### config.mk
export PLATFORM = sky130hd
export DESIGN_NAME = mem_stage
export DESIGN_NICKNAME = d
export VERILOG_FILES = /design/src/rtl/mem_stage.sv
export SDC_FILE = /design/constraint.sdc
export NUM_CORES = 1
export LEC_CHECK = 0
export CAP_MARGIN = 20
export CELL_PAD_IN_SITES_DETAIL_PLACEMENT = 1
export CELL_PAD_IN_SITES_GLOBAL_PLACEMENT = 1
export CORE_MARGIN = 1.5
export CORE_UTILIZATION = 32
export DETAILED_ROUTE_END_ITERATION = 12
export GPL_TIMING_DRIVEN = 0
export PLACE_DENSITY_LB_ADDON = 0.1
export SLEW_MARGIN = 40
export SYNTH_ARGS = -nofsm -noshare
export SYNTH_HDL_FRONTEND = slang
export SYNTH_SLANG_ARGS = --single-unit
### constraint.sdc
create_clock -name clk -period 2.1 [get_ports clk]
set_input_delay 0.42 -clock clk [delete_from_list [all_inputs] [get_ports clk]]
set_output_delay 0.42 -clock clk [all_outputs]
set_load 0.02 [all_outputs]
### src/rtl/mem_stage.sv
// rtl/mem_stage.sv - load/store stage: data-cache request/response, load alignment, registered writeback
// Optional: define MEM_MISALIGN_TRAP_EN to trap size-misaligned accesses without a cache request.
module mem_stage #(
  parameter int ADDR_W         = 64,
  parameter int DATA_W         = 64,
  parameter int TIMEOUT_CYCLES = 255
) (
  input  logic              clk,
  input  logic              reset,
  input  logic              in_valid,
  input  logic [DATA_W-1:0] in_data,
  input  logic [ADDR_W-1:0] in_mem_addr,
  input  logic [4:0]        in_dest,
  input  logic              in_store,
  input  logic              in_load,
  input  logic [1:0]        in_size,
  input  logic              in_unsigned,
  input  logic [31:0]       in_pc,
  input  logic              flush,
  output logic              stall_out,
  output logic              dc_req_valid,
  input  logic              dc_req_ready,
  output logic [ADDR_W-1:0] dc_req_addr,
  output logic              dc_req_we,
  output logic [DATA_W-1:0] dc_req_wdata,
  output logic [7:0]        dc_req_strb,
  input  logic              dc_resp_valid,
  input  logic [DATA_W-1:0] dc_resp_data,
  output logic              wb_valid,
  output logic              wb_en,
  output logic [4:0]        wb_dest,
  output logic [DATA_W-1:0] wb_data,
  output logic [31:0]       wb_pc,
  output logic              bus_err
`ifdef MEM_MISALIGN_TRAP_EN
 ,output logic              misalign
`endif
);

  localparam int CNT_W = $clog2(TIMEOUT_CYCLES + 1);

  typedef enum logic [1:0] {S_IDLE, S_REQ, S_WAIT, S_WB} state_t;

  state_t            r_state;
  state_t            w_next;
  logic              r_is_load;
  logic [1:0]        r_size;
  logic              r_uns;
  logic [4:0]        r_dest;
  logic [31:0]       r_pc;
  logic [ADDR_W-1:0] r_addr;
  logic [DATA_W-1:0] r_sdata;
  logic [CNT_W-1:0]  r_cnt;
  logic              r_wb_valid;
  logic              r_wb_en;
  logic [4:0]        r_wb_dest;
  logic [DATA_W-1:0] r_wb_data;
  logic [31:0]       r_wb_pc;
  logic              r_bus_err;

  logic              w_in_mem;
  logic              w_accept_alu;
  logic              w_accept_mem;
  logic              w_cnt_last;
  logic              w_timeout;
  logic              w_resp_ok;
  logic              w_in_req;
  logic [ADDR_W-1:0] w_in_addr;
  logic [2:0]        w_lane;
  logic [5:0]        w_shamt;
  logic [7:0]        w_size_mask;
  logic [DATA_W-1:0] w_rshift;
  logic [DATA_W-1:0] w_ldata;

  assign w_in_mem     = in_load | in_store;
  assign w_in_addr    = in_load ? in_data[ADDR_W-1:0] : in_mem_addr;
  assign w_accept_alu = (r_state == S_IDLE) & in_valid & ~flush & ~w_in_mem;
  assign w_accept_mem = (r_state == S_IDLE) & in_valid & ~flush & w_in_mem;
  assign w_cnt_last   = (r_cnt == CNT_W'(TIMEOUT_CYCLES - 1));
  assign w_resp_ok    = (r_state == S_WAIT) & dc_resp_valid;
  assign w_in_req     = (r_state == S_REQ);
  assign w_lane       = r_addr[2:0];
  assign w_shamt      = {w_lane, 3'b000};
  assign w_rshift     = dc_resp_data >> w_shamt;

`ifdef MEM_MISALIGN_TRAP_EN
  logic w_in_mis;
  logic r_misalign;

  always_comb begin
    w_in_mis = 1'b0;
    case (in_size)
      2'd1:    w_in_mis = w_in_addr[0];
      2'd2:    w_in_mis = |w_in_addr[1:0];
      2'd3:    w_in_mis = |w_in_addr[2:0];
      default: w_in_mis = 1'b0;
    endcase
  end

  assign misalign = r_misalign;
`endif

  always_comb begin
    w_size_mask = 8'hFF;
    w_ldata     = w_rshift;
    case (r_size)
      2'd0: begin
        w_size_mask = 8'h01;
        w_ldata     = {{56{~r_uns & w_rshift[7]}}, w_rshift[7:0]};
      end
      2'd1: begin
        w_size_mask = 8'h03;
        w_ldata     = {{48{~r_uns & w_rshift[15]}}, w_rshift[15:0]};
      end
      2'd2: begin
        w_size_mask = 8'h0F;
        w_ldata     = {{32{~r_uns & w_rshift[31]}}, w_rshift[31:0]};
      end
      default: begin
        w_size_mask = 8'hFF;
        w_ldata     = w_rshift;
      end
    endcase
  end

  always_comb begin
    w_next    = r_state;
    w_timeout = 1'b0;
    case (r_state)
      S_IDLE: begin
        if (w_accept_mem) begin
          w_next = S_REQ;
`ifdef MEM_MISALIGN_TRAP_EN
          if (w_in_mis) w_next = S_WB;
`endif
        end
      end
      S_REQ: begin
        if (dc_req_ready) begin
          w_next = r_is_load ? S_WAIT : S_WB;
        end else if (w_cnt_last) begin
          w_next    = S_WB;
          w_timeout = 1'b1;
        end
      end
      S_WAIT: begin
        // A response arriving on the timeout cycle still wins.
        if (dc_resp_valid) begin
          w_next = S_WB;
        end else if (w_cnt_last) begin
          w_next    = S_WB;
          w_timeout = 1'b1;
        end
      end
      default: w_next = S_IDLE;
    endcase
  end

  always_ff @(posedge clk or negedge reset) begin
    if (!reset) begin
      r_state <= S_IDLE;
      r_cnt   <= '0;
    end else begin
      r_state <= w_next;
      if (w_next != r_state) r_cnt <= '0;
      else if (r_state == S_REQ || r_state == S_WAIT) r_cnt <= r_cnt + 1'b1;
      else r_cnt <= '0;
    end
  end

  always_ff @(posedge clk or negedge reset) begin
    if (!reset) begin
      r_is_load <= 1'b0;
      r_size    <= 2'd0;
      r_uns     <= 1'b0;
      r_dest    <= 5'd0;
      r_pc      <= 32'd0;
      r_addr    <= '0;
      r_sdata   <= '0;
    end else if (w_accept_mem) begin
      r_is_load <= in_load;
      r_size    <= in_size;
      r_uns     <= in_unsigned;
      r_dest    <= in_dest;
      r_pc      <= in_pc;
      r_addr    <= w_in_addr;
      r_sdata   <= in_data;
    end
  end

  always_ff @(posedge clk or negedge reset) begin
    if (!reset) begin
      r_wb_valid <= 1'b0;
      r_wb_en    <= 1'b0;
      r_wb_dest  <= 5'd0;
      r_wb_data  <= '0;
      r_wb_pc    <= 32'd0;
      r_bus_err  <= 1'b0;
`ifdef MEM_MISALIGN_TRAP_EN
      r_misalign <= 1'b0;
`endif
    end else begin
      r_wb_valid <= 1'b0;
      r_wb_en    <= 1'b0;
      r_bus_err  <= 1'b0;
`ifdef MEM_MISALIGN_TRAP_EN
      r_misalign <= 1'b0;
`endif
      if (w_accept_alu) begin
        r_wb_valid <= 1'b1;
        r_wb_en    <= (in_dest != 5'd0);
        r_wb_data  <= in_data;
        r_wb_dest  <= in_dest;
        r_wb_pc    <= in_pc;
      end else if ((r_state == S_REQ || r_state == S_WAIT) && w_next == S_WB) begin
        r_wb_valid <= 1'b1;
        r_wb_en    <= w_resp_ok & (r_dest != 5'd0);
        r_wb_data  <= w_resp_ok ? w_ldata : '0;
        r_wb_dest  <= r_dest;
        r_wb_pc    <= r_pc;
        r_bus_err  <= w_timeout;
      end
`ifdef MEM_MISALIGN_TRAP_EN
      else if (w_accept_mem && w_in_mis) begin
        r_wb_valid <= 1'b1;
        r_wb_data  <= '0;
        r_wb_dest  <= in_dest;
        r_wb_pc    <= in_pc;
        r_misalign <= 1'b1;
      end
`endif
    end
  end

  assign stall_out    = reset & ((r_state != S_IDLE) | w_accept_mem);
  assign dc_req_valid = w_in_req;
  assign dc_req_addr  = w_in_req ? {r_addr[ADDR_W-1:3], 3'b000} : '0;
  assign dc_req_we    = w_in_req & ~r_is_load;
  assign dc_req_wdata = (w_in_req & ~r_is_load) ? (r_sdata << w_shamt) : '0;
  assign dc_req_strb  = w_in_req ? (w_size_mask << w_lane) : 8'd0;
  assign wb_valid     = r_wb_valid;
  assign wb_en        = r_wb_en;
  assign wb_dest      = r_wb_dest;
  assign wb_data      = r_wb_data;
  assign wb_pc        = r_wb_pc;
  assign bus_err      = r_bus_err;

endmodule

* After elaboration in Yosys (flattened, before gate mapping) *
Index checks and enable logic that the tools add are counted.

cells by class
  bitwise logic cells = 17
  shift-type cells = 3
  muxes and demuxes = 31
  magnitude comparators = 0
  reduce and logical (&&, ||, !) cells = 8
  div/mod/pow operators = 0
  multiply operators = 0
  $add $sub $neg = 1
  equal/unequal tests = 7

operators with widths
  kind                   number
  $mux W64               6
  $pmux W64 S3           1
  $mux W32               2
  $shl A64 B6 Y64        1
  $shr A64 B6 Y64        1
  $mux W8                3
  $pmux W8 S3            1
  $and A1 B1 Y1          11
  $mux W1                10
  $mux W5                2
  $reduce_bool A5 Y1     2
  $add A8 B1 Y8 const B  1
  $eq A8 B8 Y1 const B   1
  $mux W2                4
  $shl A8 B3 Y8          1
  $eq A2 B2 Y1 const B   3
  $pmux W2 S3            1
  $eq A2 B1 Y1 const B   2
  $logic_not A2 Y1       2
  $not A1 Y1             4
  $reduce_bool A2 Y1     2
  $ne A2 B2 Y1           1
  $or A1 B1 Y1           2
  $pmux W1 S2            1
  other kinds (2)        2

word-level totals
  memory bits (read-only) = 0
  logic and storage cells = 82
  output and inout port bits = 243
  bits in latches = 0
  input port bits = 240
  RAM bits = 0
  register bits after elaboration = 283
  memories = 0

* Depth between registers and ports, before layout *
Gate-level depths: netlist (run 1).

  word-level depth = 10
  depth in mapped cells = 10

* Worst setup path before layout (run 1) *
Ideal clock, no wire load.

  path kind = register to output
  start = reg r_addr[0]
  end = out dc_req_wdata[32]
  data arrival time = 2137 ps
  stages on the path, launching flop included = 10
  setup slack = -457 ps
  cell sequence = dfrtp_1 > buf_4 > buf_4 > buf_4 > buf_6 > buf_4 > buf_2 > buf_2 > o21ai_0 > o21ai_0

between the ends
  longest elaborated chain between the ends = 2

ends and longest elaborated chain
  element                 RTL line  source
  start, declared         51        logic [ADDR_W-1:0] r_addr;
  start signal, assigned  186       r_addr <= w_in_addr;
  $shl A64 B6 Y64         239       assign dc_req_wdata = (w_in_req & ~r_is_load) ? (r_sdata << w_shamt) : '0;
  $mux W64                239
  end, declared           25        output logic [DATA_W-1:0] dc_req_wdata,

No other way between the ends.

* Final worst setup path (run 1) *
  start = reg r_addr[0]
  end = out dc_req_wdata[62]

Same word-level chain as after synthesis.

==> out/metrics.cfg, run 1 <==
[run]
cap_violations=0

[place]
placed_cell_area_um2=23100
placed_cells=3080
io_buffers=478
gp_congestion=0.951
place_hpwl_um=70200

[yosys]
synth_edf_count=0
yosys.area.top_type=dfrtp_1
ys.flop_type=dfrtp_1
yosysMostFrequentCell=nand2_1
ys_top_cells_by_area=dfrtp_1 (42%), nand2_1 (12%), mux2i_1 (7.9%)
netlist_instances=1915
async_flop_share=1.00
synth.distinct_cells=59
yosys_warnings=0
netlist_top_cells_count=nand2_1 (519), dfrtp_1 (283), o21ai_0 (148)
netlist_area_um2=16700
synth_seq_cells=283
syn_area_per_cell_um2=8.72
yosysSeqAreaShare=0.424
synth_top_area_share=0.424

[floorplan]
die_y_um=231
row_count=83
start_util=0.325
core_area_um2=51400
io_pins=483
die_w_um=231
dieArea_um2=53600

[setup_path]
worstSetupEndpointType=output pin
crit_type=flop to output pin
crit_required_ps=1680
cp_max_fo=5
worstPathArrival_ps=2560
startpoint_type=flop
cpMaxStageDelayCell=mux4_2
cpMostUsedCell=buf_12
cp_cell_sequence=buf_12 -> buf_12 -> buf_12 -> buf_12 -> buf_12 -> mux4_2 -> mux2i_1 -> nor2_2 -> buf_6
slowest_delay_ps=450

[timing]
tightest_slew_ps=792
worst_slack_ps=-878
setup-tns-final_ps=-140160
final.setup_skew_ps=26.4
setup-violations-final=413
relSlewSlack=0.472
min_period_ps=2980
fmax_ghz=0.336
rsz0062_at_grt=yes
fin_crit_sh=1.42
slew_violations=0
hold_viol=0

[drt]
vias_per_cell=5.61
avgRoutedWirePerCell_um=28.9
routed_wl_um=96400
dr.pass1.iters=5
ant_nets=0
drc=0
drt_iter0_drc=1152
dr_total_vias=18671

[power]
pwr_density_cell_nw_per_um2=1690
peakVddDrop_mv=1.30
total_power_uw=49800
p_leak_uw=0.0128

[run_status]
violations=setup timing
outcome=finished, violations left

[cells_and_area]
n_fill_cell=5585
areaGrowthSynthToFinish_pct=75.9
register_area_um2=7090
design_area_um2=29400
layout.nets=2864
layout-drive-gt1-share=0.360
fin_cells=3331
multi_input_area_um2=11100
post-route-util=0.571

[grt]
grt_max_degree=66
met2_usage=0.587
grt_antenna_before_repair=16
grt_busiest_layer=met2
grt_pass1_vias=19878
met3_usage=0.0818
grt_usage=0.351
globalRouteOverflowTotal=0
use_met1=0.432
grt_first_pass_wirelength_um=137000

[clock_tree]
clk_pin_slew_ps=50
cts.sinks=283
root_buffer=clkbuf_16
clk_latency_ps=570
htree_levels=2
cts_tree=done
cts_buffer_depth=3
cts_buffers=37

[min_path]
hold_path_class=input pin to asynchronous set/reset pin

cells by family after synthesis:
logic type	Yosys count	synth area share
compound gates	429	0.167
xor+xnor	6	0.00315
fa+ha+maj	6	0.00450
buf+inv	180	0.0477
flops	283	0.424
mux	196	0.143
other cells	1	0.000225
simple gates	814	0.210
per-stage QoR:
stage	hold slack (ps)	setup WS, ps
global route	203	-924
CTS	180	-927
detailed placement	197	-1910
finish	199	-878
floorplan	124	-105
global placement	456	-12460
power breakdown:
group	switching, uW	leakage [uW]	internal (uW)
clock network	2630	0.000602	3930
registers	2430	0.00357	7870
logic	17000	0.00867	15900
total	22100	0.0128	27700
layer usage:
layer,share of wire,vias up
met1,0.40,9611
met3,0.067,215
li1,-,8144
met2,0.49,683
met4,0.043,18
met5,0.0011,-
state kept, by name, indices dropped and copies added, names as in the netlist, 2 cells and up:
name,count
r_size,2
wb_pc,32
r_sdata,64
wb_data,64
wb_dest,5
r_cnt,8
r_pc,32
r_state,2
r_dest,5
r_addr,64
final timing paths:
path                                     to  slack (ps)         from  depth (start not counted)
min in group clk                      r_uns         370  in_unsigned                          3
setup reg to reg                wb_data[60]        -550   r_state[0]                         16
hold / removal                   r_addr[39]         200        reset                          2
hold reg to reg                  r_addr[33]         480   r_addr[33]                          2
max in group asynchronous       r_sdata[27]         530        reset                          5
setup / recovery           dc_req_wdata[62]        -880    r_addr[0]                          9
critical path, delay by kind of cell, from the launching register on:
kind / cells / cell delay [ps]
buffers and inverters: 6 / 820
muxes: 2 / 660
and+or+nand+nor: 1 / 70
DFF: 1 / 440
placed cells by master, fill, tap and decap left out, types with 49 or more instances in the layout:
| cell | synthesis | final |
|---|---|---|
| nand2_1 | 519 | 486 |
| clkdlybuf4s50_1 | 0 | 341 |
| dfrtp_1 | 283 | 280 |
| buf_6 | 4 | 166 |
| mux2i_1 | 131 | 112 |
| buf_4 | 13 | 107 |
| o21ai_0 | 148 | 98 |
| nor2_1 | 108 | 71 |
| clkbuf_16 | 0 | 58 |
| and2_4 | 0 | 49 |
what timing repair did:
action / 4_1_cts / 5_1_grt
pin swaps: 104 / 59
endpoints found under the hold margin: 63 / 0
hold buffers: 1 / 0
endpoints found under the setup margin: 417 / 378
setup buffers: 130 / 33
gates cloned: 21 / 4
gates resized for setup: 1436 / 138
final cells by class:
class / instances / share of cell area
Antenna cell: 6 / 0.000511
Buffer: 160 / 0.0626
Clock buffer: 55 / 0.0366
Clock inverter: 11 / 0.00528
Inverter: 13 / 0.00230
Multi-Input combinational cell: 1454 / 0.379
Sequential cell: 283 / 0.241
Tap cell: 680 / 0.0290
Timing Repair Buffer: 669 / 0.243
Power figures use the tool's default switching activity.
==> run 2: changes to the inputs <==
--- a/config.mk
+++ b/config.mk
@@ -9,7 +9,7 @@
 export CELL_PAD_IN_SITES_DETAIL_PLACEMENT = 1
 export CELL_PAD_IN_SITES_GLOBAL_PLACEMENT = 1
 export CORE_MARGIN = 1.5
-export CORE_UTILIZATION = 32
+export CORE_UTILIZATION = 36
 export DETAILED_ROUTE_END_ITERATION = 12
 export GPL_TIMING_DRIVEN = 0
 export PLACE_DENSITY_LB_ADDON = 0.1
==> constraint.sdc (replaced) <==
create_clock -name clk -period 3.3 [get_ports clk]
set_input_delay 0.66 -clock clk [delete_from_list [all_inputs] [get_ports clk]]
set_output_delay 0.66 -clock clk [all_outputs]
set_load 0.02 [all_outputs]
==> run 2 against run 1 <==
Net effect: the flow now finishes without violations; cell count down 8.0%; critical endpoint is now dc_req_wdata[32]; sequential share of layout area up 5.2 points; critical path type unchanged; combinational power is 58% lower; register-to-register slack improved by 830 ps.
==> out/metrics.cfg, run 2 (same netlist as run 1, synthesis figures left out) <==
[setup_path]
startpoint_type=flop  ; unchanged
crit_type=flop to output pin  ; unchanged
worstPathArrival_ps=2610  ; was 2560 ps
crit_required_ps=2640  ; was 1680 ps
worstSetupEndpointType=output pin  ; unchanged
cp_max_fo=10  ; was 5

[power]
peakVddDrop_mv=0.509  ; was 1.30 mV
sw_frac_of_total=0.464  ; was 0.444
total_power_uw=24100  ; was 49800 uW
power_frac_comb=0.578  ; was 0.661
pwr-share-clk=0.159  ; was 0.132
seqPwrFrac=0.263  ; was 0.207
pwr_density_cell_nw_per_um2=997  ; was 1690 nW/um2
internal-power_uw=12900  ; was 27700 uW
p_sw_uw=11200  ; was 22100 uW
p_leak_uw=0.0106  ; was 0.0128 uW

[run_status]
outcome=finished clean  ; was finished, violations left

[clock_tree]
root_buffer=clkbuf_16  ; unchanged
htree_levels=2  ; unchanged
cts.sinks=283  ; unchanged
clk_latency_ps=560  ; was 570 ps
cts_buffer_depth=3  ; unchanged
clk_pin_slew_ps=60  ; was 50 ps
cts_buffers=35  ; was 37
ctsHoldBuffers=0  ; was 1
cts_tree=done  ; unchanged

[timing]
rsz0062_at_grt=yes  ; unchanged
slew_violations=0  ; unchanged
tightest_slew_ps=899  ; was 792 ps
fmax_ghz=0.305
hold_viol=0  ; unchanged
min_period_ps=3270
setup-tns-final_ps=0  ; was -140160 ps
final.setup_skew_ps=26.8  ; was 26.4 ps
fin_crit_sh=0.992
holdWs_ps=16.2  ; was 199 ps
relSlewSlack=0.400  ; was 0.472
setup-violations-final=0  ; was 413

[place]
io_buffers=478  ; unchanged
gp_congestion=0.979  ; was 0.951
placed_cells=2999  ; was 3080
place_hpwl_um=68000  ; was 70200 um

[drt]
dr_total_vias=17657  ; was 18.7k
dr.pass1.iters=5  ; unchanged
drt_iter0_drc=1128  ; was 1152
routed_wl_um=84900  ; was 96400 um
vias_per_cell=5.76  ; was 5.61
avgRoutedWirePerCell_um=27.7  ; was 28.9 um
ant_nets=0  ; unchanged
drc=0  ; unchanged

[cells_and_area]
layout-drive-gt1-share=0.136  ; was 0.360
post-route-util=0.530  ; was 0.571
layout_common_cells=nand2_1 (517), clkdlybuf4s50_1 (402), dfrtp_1 (281), o21ai_0 (130), mux2i_1 (121)  ; was nand2_1 (486), clkdlybuf4s50_1 (341), dfrtp_1 (280), buf_6 (166), mux2i_1 (112)
fin_cells=3066  ; was 3331
register_area_um2=7080  ; was 7090 um2
multi_input_area_um2=9240  ; was 11100 um2
layout.nets=2688  ; was 2864
areaGrowthSynthToFinish_pct=44.8  ; was 75.9%
final_common_cell=nand2_1  ; unchanged
n_fill_cell=5279  ; was 5585

[min_path]
hold_path_class=input pin to asynchronous set/reset pin  ; unchanged

[floorplan]
die_y_um=218  ; was 231 um
io_pins=483  ; unchanged
core_area_um2=45600  ; was 51400 um2
die_w_um=218  ; was 231 um
dieArea_um2=47700  ; was 53600 um2
row_count=78  ; was 83
start_util=0.366  ; was 0.325

[grt]
grt_first_pass_wirelength_um=124000  ; was 137000 um
grt_pass1_vias=18821  ; was 19.9k
grt_antenna_before_repair=17  ; was 16
globalRouteOverflowTotal=0  ; unchanged
grt_usage=0.354  ; was 0.351
grt_max_degree=63  ; was 66

[run]
cap_violations=0  ; unchanged

run 2: cell count changes in the layout (fill, tap and decap cells not counted), sizes merged:
| cell | before | now |
|---|---|---|
| dlygate4sd2 | 0 | 17 |
| dlygate4sd3 | 1 | 0 |
| bufbuf | 1 | 0 |
| inv | 14 | 13 |
| diode | 6 | 7 |
| bufinv | 3 | 2 |
| clkdlybuf4s15 | 0 | 26 |
| dlygate4sd1 | 0 | 1 |
| clkdlybuf4s50 | 341 | 402 |
| dlymetal6s2s | 0 | 2 |
| buf | 384 | 94 |
| clkbuf | 157 | 158 |
run 2: repair_timing:
item / in CTS / in global routing
setup endpoints to repair: 205 / 143
buffers inserted: 8 / 1
pin swaps: 9 / 6
resized for setup: 368 / 65
run 2: layer usage:
metal	share of wire	GRT usage	wire, um
met2	0.48	0.588	40800
met5	0.00072	0	61
met1	0.41	0.443	34400
met3	0.073	0.0838	6230
met4	0.040	0.137	3410
run 2: cell type report:
type	instances	area share
timing repair buffer	491	0.201
clock inverter	9	0.00585
sequential	283	0.293
antenna	7	0.000725
tap	600	0.0311
clock buffer	45	0.0399
buffer	164	0.0435
inverter	13	0.00238
multi-input combinational	1454	0.382
run 2: path summary, 6_finish.rpt:
check                      cells after the start  startpoint               end  slack (ps)
setup / recovery                               9   r_addr[0]  dc_req_wdata[32]          30
hold / removal                                 1       reset        r_addr[36]          20
setup reg to reg                               8  r_state[0]       r_sdata[38]         280
hold reg to reg                                2  r_addr[39]        r_addr[39]         470
max in group asynchronous                      4       reset       wb_data[26]        1890
min in group clk                               2  r_addr[39]        r_addr[39]         470
run 2: through the flow:
step / setup WS (ps) / cell area [um2]
floorplan: 503 / 16700
global placement: -11270 / 22200
detailed placement: -1130 / 22400
CTS: -31.1 / 24100
global route: -29.3 / 24200
finish: 25.5 / 24200
run 2: power by group through the flow:
stage | clock network, uW | registers (uW) | logic (uW)
final | 3830 | 6340 | 13900
after global routing | 4020 | 6480 | 14800
after CTS | 3880 | 6300 | 13700
after detailed placement | 0 | 6290 | 12800
after global placement | 0 | 6240 | 12500
after floorplan | 0 | 6370 | 6950
run 2: worst max-delay path: stages (launching register included):
cell           delay [ps]
dfrtp_1               380
buf_6                 140
buf_12                140
buf_16                140
buf_8                 150
buf_6                 160
clkbuf_4              190
o21ai_0               300
o21ai_0               110
dlygate4sd2_1         330
